===== src/rtl/serial_add_sched.sv =====
// rtl/serial_add_sched.sv - round-robin scheduler sharing one bit-serial adder among N requesters
// Optional SERIAL_ADD_SCHED_STATS_EN adds a saturating op_count output.
module serial_add_sched #(
  parameter int N       = 4,
  parameter int ADD_LAT = 10,
  parameter int W       = 8
) (
  input  logic           clk,
  input  logic           rst,
  input  logic [N-1:0]   req,
  input  logic [N*W-1:0] a_in,
  input  logic [N*W-1:0] b_in,
  output logic [N-1:0]   ack,
  output logic [W-1:0]   res,
  output logic [N-1:0]   res_valid,
  output logic           busy,
  output logic [W-1:0]   add_a,
  output logic [W-1:0]   add_b,
  output logic           add_start,
  output logic           add_clr,
  input  logic [W-1:0]   add_out
`ifdef SERIAL_ADD_SCHED_STATS_EN
  ,
  output logic [15:0]    op_count
`endif
);

  localparam int IW = (N > 1) ? $clog2(N) : 1;
  localparam int CW = (ADD_LAT > 1) ? $clog2(ADD_LAT) : 1;

  typedef enum logic [2:0] {
    S_IDLE,
    S_ISSUE,
    S_WAIT,
    S_CAPTURE,
    S_RELEASE
  } state_t;

  state_t         r_state;
  state_t         w_state_nxt;
  logic [IW-1:0]  r_rr_ptr;
  logic [IW-1:0]  r_idx;
  logic [CW-1:0]  r_cnt;
  logic [W-1:0]   r_add_a;
  logic [W-1:0]   r_add_b;
  logic [W-1:0]   r_res;
  logic           w_found;
  logic [IW-1:0]  w_sel;
  logic [N-1:0]   w_onehot;
  int             w_j;

  // First requester at or above rr_ptr, wrapping, so the last-served index has lowest priority.
  always_comb begin
    w_found = 1'b0;
    w_sel   = r_rr_ptr;
    w_j     = 0;
    for (int k = 0; k < N; k++) begin
      w_j = int'(r_rr_ptr) + k;
      if (w_j >= N) w_j = w_j - N;
      if (!w_found && req[w_j]) begin
        w_found = 1'b1;
        w_sel   = IW'(w_j);
      end
    end
  end

  assign w_onehot = {{(N-1){1'b0}}, 1'b1} << r_idx;

  always_ff @(posedge clk or posedge rst) begin
    if (rst) r_state <= S_IDLE;
    else     r_state <= w_state_nxt;
  end

  always_comb begin
    w_state_nxt = r_state;
    ack         = '0;
    res_valid   = '0;
    add_start   = 1'b0;
    add_clr     = 1'b0;
    busy        = (r_state != S_IDLE);
    case (r_state)
      S_IDLE:    if (w_found) w_state_nxt = S_ISSUE;
      S_ISSUE: begin
        add_start   = 1'b1;
        ack         = w_onehot;
        w_state_nxt = S_WAIT;
      end
      // Leaving when the count is about to hit ADD_LAT-1 puts CAPTURE ADD_LAT cycles after ISSUE.
      S_WAIT:    if (r_cnt == CW'(ADD_LAT - 2)) w_state_nxt = S_CAPTURE;
      S_CAPTURE: w_state_nxt = S_RELEASE;
      S_RELEASE: begin
        res_valid   = w_onehot;
        add_clr     = 1'b1;
        w_state_nxt = S_IDLE;
      end
      default:   w_state_nxt = S_IDLE;
    endcase
  end

  always_ff @(posedge clk or posedge rst) begin
    if (rst) begin
      r_rr_ptr <= '0;
      r_idx    <= '0;
      r_cnt    <= '0;
      r_add_a  <= '0;
      r_add_b  <= '0;
      r_res    <= '0;
    end else begin
      case (r_state)
        S_IDLE: begin
          if (w_found) begin
            r_add_a <= a_in[int'(w_sel)*W +: W];
            r_add_b <= b_in[int'(w_sel)*W +: W];
            r_idx   <= w_sel;
          end
        end
        S_ISSUE:   r_cnt <= '0;
        S_WAIT:    r_cnt <= r_cnt + 1'b1;
        S_CAPTURE: r_res <= add_out;
        S_RELEASE: r_rr_ptr <= (r_idx == IW'(N - 1)) ? '0 : r_idx + 1'b1;
        default:   r_cnt <= '0;
      endcase
    end
  end

  assign add_a = r_add_a;
  assign add_b = r_add_b;
  assign res   = r_res;

`ifdef SERIAL_ADD_SCHED_STATS_EN
  logic [15:0] r_op_count;

  always_ff @(posedge clk or posedge rst) begin
    if (rst)                                                r_op_count <= '0;
    else if (r_state == S_RELEASE && r_op_count != 16'hFFFF) r_op_count <= r_op_count + 16'd1;
  end

  assign op_count = r_op_count;
`endif

endmodule


===== config.mk =====
export PLATFORM = sky130hd
export DESIGN_NAME = serial_add_sched
export DESIGN_NICKNAME = d
export VERILOG_FILES = /design/src/rtl/serial_add_sched.sv
export SDC_FILE = /design/constraint.sdc
export NUM_CORES = 1
export LEC_CHECK = 0
export ABC_AREA = 1
export ABC_CLOCK_PERIOD_IN_PS = 3600
export BUFFER_PORTS_ARGS = -buffer_cell sky130_fd_sc_hd__buf_2
export CELL_PAD_IN_SITES_DETAIL_PLACEMENT = 0
export CELL_PAD_IN_SITES_GLOBAL_PLACEMENT = 2
export CORE_ASPECT_RATIO = 0.7
export CORE_MARGIN = 4
export CORE_UTILIZATION = 26
export CTS_CLUSTER_SIZE = 28
export DETAILED_ROUTE_END_ITERATION = 10
export GPL_ROUTABILITY_DRIVEN = 0
export GPL_TIMING_DRIVEN = 0
export PLACE_DENSITY = 0.89
export SLEW_MARGIN = 20
export SYNTH_ARGS = -nofsm -noshare
export SYNTH_HDL_FRONTEND = slang
export SYNTH_SLANG_ARGS = --single-unit

===== constraint.sdc =====
create_clock -name clk -period 3.6 [get_ports clk]
set_input_delay 0.72 -clock clk [delete_from_list [all_inputs] [get_ports clk]]
set_output_delay 0.72 -clock clk [all_outputs]
set_load 0.03 [all_outputs]

After elaboration in Yosys (flattened, before gate mapping)
Index checks and enable logic that the tools add are counted.
{"block": "word_totals", "regBits": 35, "inputBits": 78}
{"block": "op_classes", "shifts": 3, "muxes": 33, "magnitude_cmp": 8, "n_addsub": 9, "n_reduce_logical": 11, "n_eq_ne": 8}
{"operator": "$lt A32 B4 Y1 const B", "n": 4}
{"operator": "$mux W32", "n": 4}
{"operator": "$shiftx A32 B6 Y8", "n": 2}
{"operator": "$mux W1", "n": 14}
{"operator": "$pmux W3 S4", "n": 1}
{"operator": "$sub A3 B3 Y4 const B", "n": 3}
{"operator": "$mux W2", "n": 5}
{"operator": "$ge A3 B3 Y1 const B", "n": 3}
{"operator": "$bmux W1 S2", "n": 4}
{"operator": "$mux W4", "n": 2}
{"operator": "$pmux W4 S2", "n": 1}
{"operator": "$add A2 B2 Y3 const B", "n": 2}
{"operator": "$eq A3 B2 Y1 const B", "n": 2}
{"operator": "$mux W3", "n": 2}
{"operator": "$add A4 B1 Y4 const B", "n": 1}
{"operator": "$eq A4 B4 Y1 const B", "n": 1}
{"operator": "$ne A2 B2 Y1 const B", "n": 2}
{"operator": "$reduce_and A2 Y1", "n": 2}
{"operator": "$shl A1 B2 Y4 const A", "n": 1}
{"operator": "$sub A2 B3 Y4 const B", "n": 1}
{"operator": "$add A2 B1 Y3 const B", "n": 1}
{"operator": "$eq A3 B1 Y1 const B", "n": 1}
{"operator": "$eq A3 B3 Y1 const B", "n": 1}
{"operator": "$ge A2 B3 Y1 const B", "n": 1}
{"operator": "other kinds (7)", "n": 11}

Longest topological paths before layout
Gate-level depths: netlist of run 1.
{"block": "logic_depth", "depth_word": 17, "mapped_depth": 18}

Least setup slack after synthesis of run 1
Ideal clock, no wire load.
{"block": "synth_timing", "path_type": "register to output", "from": "register r_state[1]", "to": "output port res_valid[0]", "n_path_buf": 0, "stages_incl_launch_ff": 4, "setup_slack_ns": 0.844, "t_required_ns": 2.880, "arrival_ns": 2.036, "cell_sequence": "dfrtp_1 > nor3_1 > inv_1 > nor2_1"}
{"block": "synth_between", "elab_chain_len": 2}
{"item": "from (decl)", "line_no": "39", "rtl": "state_t r_state;"}
{"item": "from (signal assigned)", "line_no": "71", "rtl": "else r_state <= w_state_nxt;"}
{"item": "$eq A3 B3 Y1", "line_no": "81", "rtl": "case (r_state)"}
{"item": "$mux W4", "line_no": "81"}
{"item": "to (decl)", "line_no": "15", "rtl": "output logic [N-1:0] res_valid,"}
Every way passes these cells.

Worst setup path after layout of run 1
{"block": "layout_timing", "from": "register r_state[1]", "to": "output port res_valid[1]"}
The elaborated chain is that of the path after synthesis.

==> results of run 1 <==
stage by stage:
step,cells,power (mW)
after floorplan,400,2.907
after global placement,640,3.623
after detailed placement,640,3.644
after CTS,647,4.072
after global routing,647,4.462
final,647,4.012
synth_stat cells, drive strengths merged, types with 3 or more instances:
| cell | number | area, um^2 |
|---|---|---|
| nand3 | 40 | 205.2 |
| nor3 | 4 | 20.02 |
| nand2 | 239 | 1052 |
| o21ai | 7 | 38.79 |
| dfrtp | 35 | 875.8 |
| nand4 | 3 | 48.80 |
| inv | 30 | 115.1 |
| buf | 14 | 123.9 |
| ha | 6 | 75.07 |
| nor2 | 17 | 80.08 |
cells by family (layout without fill, tap and decap cells):
family                   count (synthesis)  in the layout
AO/OA/AOI/OAI                           11             11
adder cells (fa/ha/maj)                  6              6
buffers and inverters                   45            164
flip-flops                              35             35
AND/OR/NAND/NOR                        303            303
worst paths after layout:
kind                             start      endpoint  depth (start not counted)
setup / recovery            r_state[1]  res_valid[1]                          4
hold reg to reg                 res[4]        res[4]                          2
setup reg to reg           r_rr_ptr[1]      add_a[2]                         12
hold / removal                  res[4]        res[4]                          2
min in group asynchronous          rst        res[1]                          2
max in group asynchronous          rst      r_cnt[3]                          2
final cells by class:
class | count | share of cell area (%)
repair buffers | 112 | 15.88
flip-flops and latches | 35 | 24.81
clock inverters | 1 | 0.1417
multi-input cells | 320 | 43.83
inverters | 30 | 3.260
plain buffers | 15 | 3.614
well taps | 128 | 4.536
clock buffers | 6 | 3.933
routing by layer:
metal	vias to the layer above	global-route usage, %	part of all wire [%]
met3	7	2.709	6.7
met1	1209	18.90	48
met5	-	0	0
met2	72	21.12	44
li1	1471	-	-
met4	0	2.622	0.74
flip-flops by register name, summed over array words and instances (netlist names):
name,count
r_idx,2
r_rr_ptr,2
add_a,8
r_cnt,4
res,8
r_state,3
add_b,8
power by group through the flow:
stage,Combinational [mW],Clock [mW],Sequential (mW)
finish,2.90,0.419,0.690
global route,3.31,0.441,0.713
global placement,2.93,0,0.695
CTS,2.95,0.427,0.692
detailed placement,2.95,0,0.694
floorplan,1.98,0,0.928
critical path, stage by stage (launching register included):
cell and delay, ns:
dfrtp_1 0.41, nor3_1 0.64, inv_1 0.19, nor2_1 0.12, buf_2 0.21
==> impl_results.md, run 1 <==
- Crit path launch type: flop
- Util after Layout: between 30% and 40%
- DRT antenna net count: 0
- Post-route DRC violation count: 0
- Global Route Usage Sum: roughly an eighth
- Initial antenna violation count: 0
- Buffer count from post-CTS setup fixing: 0
- CTS Sinks: 35
- Die X: between 100 and 150 um
- Sw frac: between 50% and 60%
- Number of synthesized flops with an enable pin: 0
- PD cells: about 1100 nW/um^2
- FF+latch count, synth: 35
- DR pass1 iterations: 4
- Worst skew pair latency: ~0.27 ns
- Via density: about 4.3
- CTS root buffer: clkbuf_16
- Most frequent cells in the layout: nand2_1, buf_2, nand3_1, dfrtp_1, nand2_2
- PnR worst setup slack: 1.036 ns
- Mean Syn Cell Area: ~6.7 um^2
- Final Net Count: roughly 600
- P&R area growth vs syn: 32.43%
- Synth warnings: 0
- Clk pin slew, worst setup/hold paths: approximately 0.05 ns
- Max-slew headroom: between 40% and 50%
- Final Cell Area: approximately 3500 um^2
- Share of flip-flops with an asynchronous set or reset: 100.0%
- Combinational power share: about 72%
- Final setup fails: 0
- Filler instances: between 1000 and 1500
- H-tree depth: 2
- Required @ worst endpoint: ~2.9 ns
- Sequential power share: about 17%
- Final wirelength: about 7900 um
- Post-synth top flop: dfrtp_1
- Actual slew at the worst max-slew pin: 0.7456 ns
- Peak supply drop: 0.0004050 V
- RSZ-0062 raised after global routing: no
- Post-Syn Area: 2666 um^2
- Total core area: 9834 um^2
- Leakage Power: roughly 2.1 nW
- Worst slack, placed: roughly 1.2 ns
- Post-synthesis adder-cell area fraction: roughly 2.8%
- Num CTS Buffers: 5
- Yosys cell types: 28
- Die H: 92.73 um
- CTS tree: yes
- Number of global-route vias before repair: 2672
- FF/Latch Area: 875.8 um^2
- Ratio of cells with drive above 1 in the final layout: a little over a third
- Critical path arrival: about 1.8 ns
- WL/cell: 12.18 um
- Compound-Gate Fraction of Synth Area: under 10%
- CTS hold repair buffers: 0
- Post-Synth XOR/XNOR Area: 0%
- Post-synthesis instance total: 400
- Overall die area: around 12000 um^2
- Hold/Removal Path Class: flop to flop
- CP max FO: 7
- Area occupied by multi-input gates: ~1500 um^2
- Sequential area share after synthesis: between 30% and 40%
- Ports: 113
- Placed Area: 3387 um^2
- Hold_ws: 0.4687 ns
- GR Overflow Total: 0
- ANT cells: 0
- I/O Buffers: approximately 110
- # rows: 30
- Main combinational cell family by area after synthesis: simple AND/OR/NAND/NOR gates
- 1st-iter DRT viols: 106
- Status: finished clean
- DR vias: 2759
- Multiplexer area fraction after synthesis: 0%
- Most common cell after layout, fill and taps aside: nand2_1
- First-pass GRT wire length: approximately 13000 um
- Largest net degree at the start of global routing: 36
- Fmax: a little under 0.4 GHz
- Syn nets: slightly below 500
- Max-cap violations: 0
- Initial core utilization: around 27%
- Dpl hpwl: roughly 6400 um
- Internal power: 1.801 mW
- Final Hold Viols: 0
- Synth Area in Simple Gates: 52.75%
- Fin Setup TNS: 0 ns
- Longest Clk Path Bufs: 2
- Fin Clk Skew: roughly 0.0031 ns
- Slew Limit Fails: 0
- Flop-to-flop setup slack: 1.53 ns
- Switching pwr: approximately 2.2 mW
- Tmin final: approximately 2.6 ns
- Worst setup EP type: output pin
- CTS resizes: 0
- WS Path Type: flop to output pin
- Clock network power share: between 10% and 20%
- Period utilization: 71.21%
Note: power is estimated with default switching activity, not from simulation.
==> run 2: changes to the inputs <==
--- a/config.mk
+++ b/config.mk
@@ -6,18 +6,18 @@
 export NUM_CORES = 1
 export LEC_CHECK = 0
 export ABC_AREA = 1
-export ABC_CLOCK_PERIOD_IN_PS = 3600
+export ABC_CLOCK_PERIOD_IN_PS = 2500
 export BUFFER_PORTS_ARGS = -buffer_cell sky130_fd_sc_hd__buf_2
 export CELL_PAD_IN_SITES_DETAIL_PLACEMENT = 0
 export CELL_PAD_IN_SITES_GLOBAL_PLACEMENT = 2
 export CORE_ASPECT_RATIO = 0.7
 export CORE_MARGIN = 4
-export CORE_UTILIZATION = 26
+export CORE_UTILIZATION = 24
 export CTS_CLUSTER_SIZE = 28
 export DETAILED_ROUTE_END_ITERATION = 10
 export GPL_ROUTABILITY_DRIVEN = 0
 export GPL_TIMING_DRIVEN = 0
-export PLACE_DENSITY = 0.89
+export PLACE_DENSITY = 0.83
 export SLEW_MARGIN = 20
 export SYNTH_ARGS = -nofsm -noshare
 export SYNTH_HDL_FRONTEND = slang
==> constraint.sdc (replaced) <==
create_clock -name clk -period 2.5 [get_ports clk]
set_input_delay 0.5 -clock clk [delete_from_list [all_inputs] [get_ports clk]]
set_output_delay 0.5 -clock clk [all_outputs]
set_load 0.03 [all_outputs]
==> run 2 against run 1 <==
  * Clock power increased by 40%
  * Clock-buffer cell count rose by 1
  * Non-clock buffer count grew 1
  * Clock skew rose by 0.00060 ns
  * Utilization shrank 2.1 points
  * Routed wire length up 4.6%
  * Sequential share of layout area is 0.30 points lower
  * Die area up 7.7%
  * Largest power group unchanged
==> impl_results.md, run 2 (synthesis gave the netlist of run 1 again) <==
- Die H: 96.19 um (+3.7%)
- Met1 GRT Util: 17.32% (-1.6 points)
- Switching pwr: 3.231 mW (+46%)
- Status: finished clean
- CP most frequent cell: nand2_1
- Util after Layout: 33.76% (-2.1 points)
- DP Cell Count: 661 (+3.3%)
- Final Net Count: 604 (+0.17%)
- Initial core utilization: 25.18% (-1.9 points)
- Initial antenna violation count: 0 (unchanged)
- Combinational power share: 72.7% (+0.3 points)
- Hold_ws: 0.1630 ns (-0.3057 ns)
- Via density: 4.146 (-2.8%)
- Total core area: 10590 um^2 (+7.7%)
- Worst skew pair latency: 0.27 ns (about the same)
- CTS resizes: 0 (unchanged)
- Critical path arrival: 2.34 ns (+0.50 ns)
- Die X: 134.0 um (+3.8%)
- Final wirelength: 8246 um (+4.6%)
- CTS Sinks: 35 (unchanged)
- Max-cap violations: 0 (unchanged)
- Peak supply drop: 0.0004485 V (+11%)
- PD cells: 1625 nW/um^2 (+43%)
- Num CTS Buffers: 5 (unchanged)
- ANT cells: 0 (unchanged)
- GR Overflow Total: 0 (unchanged)
- WS Path Type: flop to flop
- Worst setup EP type: flop
- Most common cell after layout, fill and taps aside: nand2_1
- Fin Clk Skew: 0.003677 ns (+0.0006025 ns)
- I/O Buffers: 112 (unchanged)
- DRT antenna net count: 0 (unchanged)
- 1st-iter DRT viols: 161 (+52%)
- Post-route non-filler standard cell count: 669 (+3.4%)
- Setup crit start: r_rr_ptr[1]
- M2 GR Usage: 21.39% (+0.27 points)
- Worst-path cell chain: buf_4, inv_4, nand2_2, nand2_4, nand2_1, nand2_1, nand4_4, nand3_1, nand2_1, nor2_1, nand2_1, nand3_1
- Hold/Removal Path Class: primary input to asynchronous set/reset pin
- Actual slew at the worst max-slew pin: 0.6626 ns (-0.08299 ns)
- Number of global-route vias before repair: 2736 (+2.4%)
- Tmin final: approximately 2.1 ns
- Fmax: 0.4694 GHz
- Longest Clk Path Bufs: 2 (unchanged)
- CTS tree: yes
- Highest-delay cell along the critical path: nor2_1
- Gr busiest metal: met2
- Overall die area: 12890 um^2 (+7.7%)
- Slew Limit Fails: 0 (unchanged)
- Ratio of cells with drive above 1 in the final layout: 35.32% (+0.057 points)
- Reg2reg start: r_rr_ptr[1]
- Dpl hpwl: 6707 um (+4.4%)
- Clock network power share: 10.1% (-0.3 points)
- Max-slew headroom: 55.66% (+5.8 points)
- DR pass1 iterations: 4 (unchanged)
- CTS hold repair buffers: 0 (unchanged)
- Crit path launch type: flop
- Sequential power share: 17.2% (about the same)
- Final Hold Viols: 0 (unchanged)
- DR vias: 2774 (+0.54%)
- H-tree depth: 2 (unchanged)
- Required @ worst endpoint: 2.71 ns (-0.17 ns)
- Leakage Power: 2.091 nW (+0.30%)
- CP max FO: 8 (+1)
- # rows: 31 (+3.3%)
- CP Buf/Inv Count: 2 (unchanged)
- Ports: 113 (unchanged)
- Most frequent cells in the layout: nand2_1, buf_2, nand3_1, dfrtp_1, nand2_2
- CTS root buffer: clkbuf_16
- Buffer count from post-CTS setup fixing: 0 (unchanged)
- RSZ-0062 raised after global routing: no
- Met3 GRT Util: 2.926% (+0.22 points)
- CP top delay family: simple AND/OR/NAND/NOR gates
- Clk pin slew, worst setup/hold paths: 0.05 ns (about the same)
- First-pass GRT wire length: 13430 um (+2.5%)
- Largest net degree at the start of global routing: 25 (-31%)
- Global Route Usage Sum: 12.87% (-0.49 points)
- WL/cell: 12.33 um (+1.2%)
- Internal power: 2.577 mW (+43%)
- Sw frac: 55.63% (+0.52 points)
- Worst path max stage delay: 0.52 ns (-0.12 ns)
- Final setup fails: 0 (unchanged)
- Post-route DRC violation count: 0 (unchanged)
- P&R area growth vs syn: 34.07%
- Fin Setup TNS: 0 ns (unchanged)
- Period utilization: around 85%
## run 2: changes by cell type in the layout (fill, tap and decap cells not counted), sizes merged
cell,before,now
buf,126,127
clkbuf,7,8
## run 2: worst paths after layout
path | cells after the start | end | slack, ns
setup / recovery | 12 | add_a[2] | 0.37
hold / removal | 2 | add_a[3] | 0.16
setup reg to reg | 12 | add_a[2] | 0.37
hold reg to reg | 2 | res[6] | 0.47
max in group asynchronous | 3 | res[0] | 1.92
min in group clk | 3 | res[6] | 0.42
## run 2: area by class of cell
type / count / area (um^2)
sequential: 35 / 875.8
tap: 148 / 185.2
buffer: 15 / 127.6
multi-input combinational: 320 / 1553
clock inverter: 1 / 5.005
inverter: 30 / 115.1
clock buffer: 7 / 132.6
timing repair buffer: 113 / 580.6
fill: 1185 / 7014
## run 2: power by group through the flow
stage / Clock, mW / Sequential, mW / Combinational [mW]
4_1_cts: 0.603 / 1.00 / 4.31
5_1_grt: 0.624 / 1.03 / 4.82
3_3_place_gp: 0 / 1.00 / 4.27
3_5_place_dp: 0 / 1.01 / 4.29
6_report: 0.587 / 1.00 / 4.22
2_1_floorplan: 0 / 1.34 / 2.85
## run 2: routing by layer
layer	vias up	wire (um)
li1	1474	-
met1	1225	3987
met2	69	3660
met3	6	538
met4	0	58
met5	-	0
## run 2: stage by stage
step,total power [mW],setup WS [ns],cell area (um^2)
2_1_floorplan,4.190,0.3723,2671
3_3_place_gp,5.268,0.2955,3417
3_5_place_dp,5.300,0.2825,3437
4_1_cts,5.911,0.3244,3575
5_1_grt,6.479,0.02395,3575
6_report,5.808,0.3698,3575
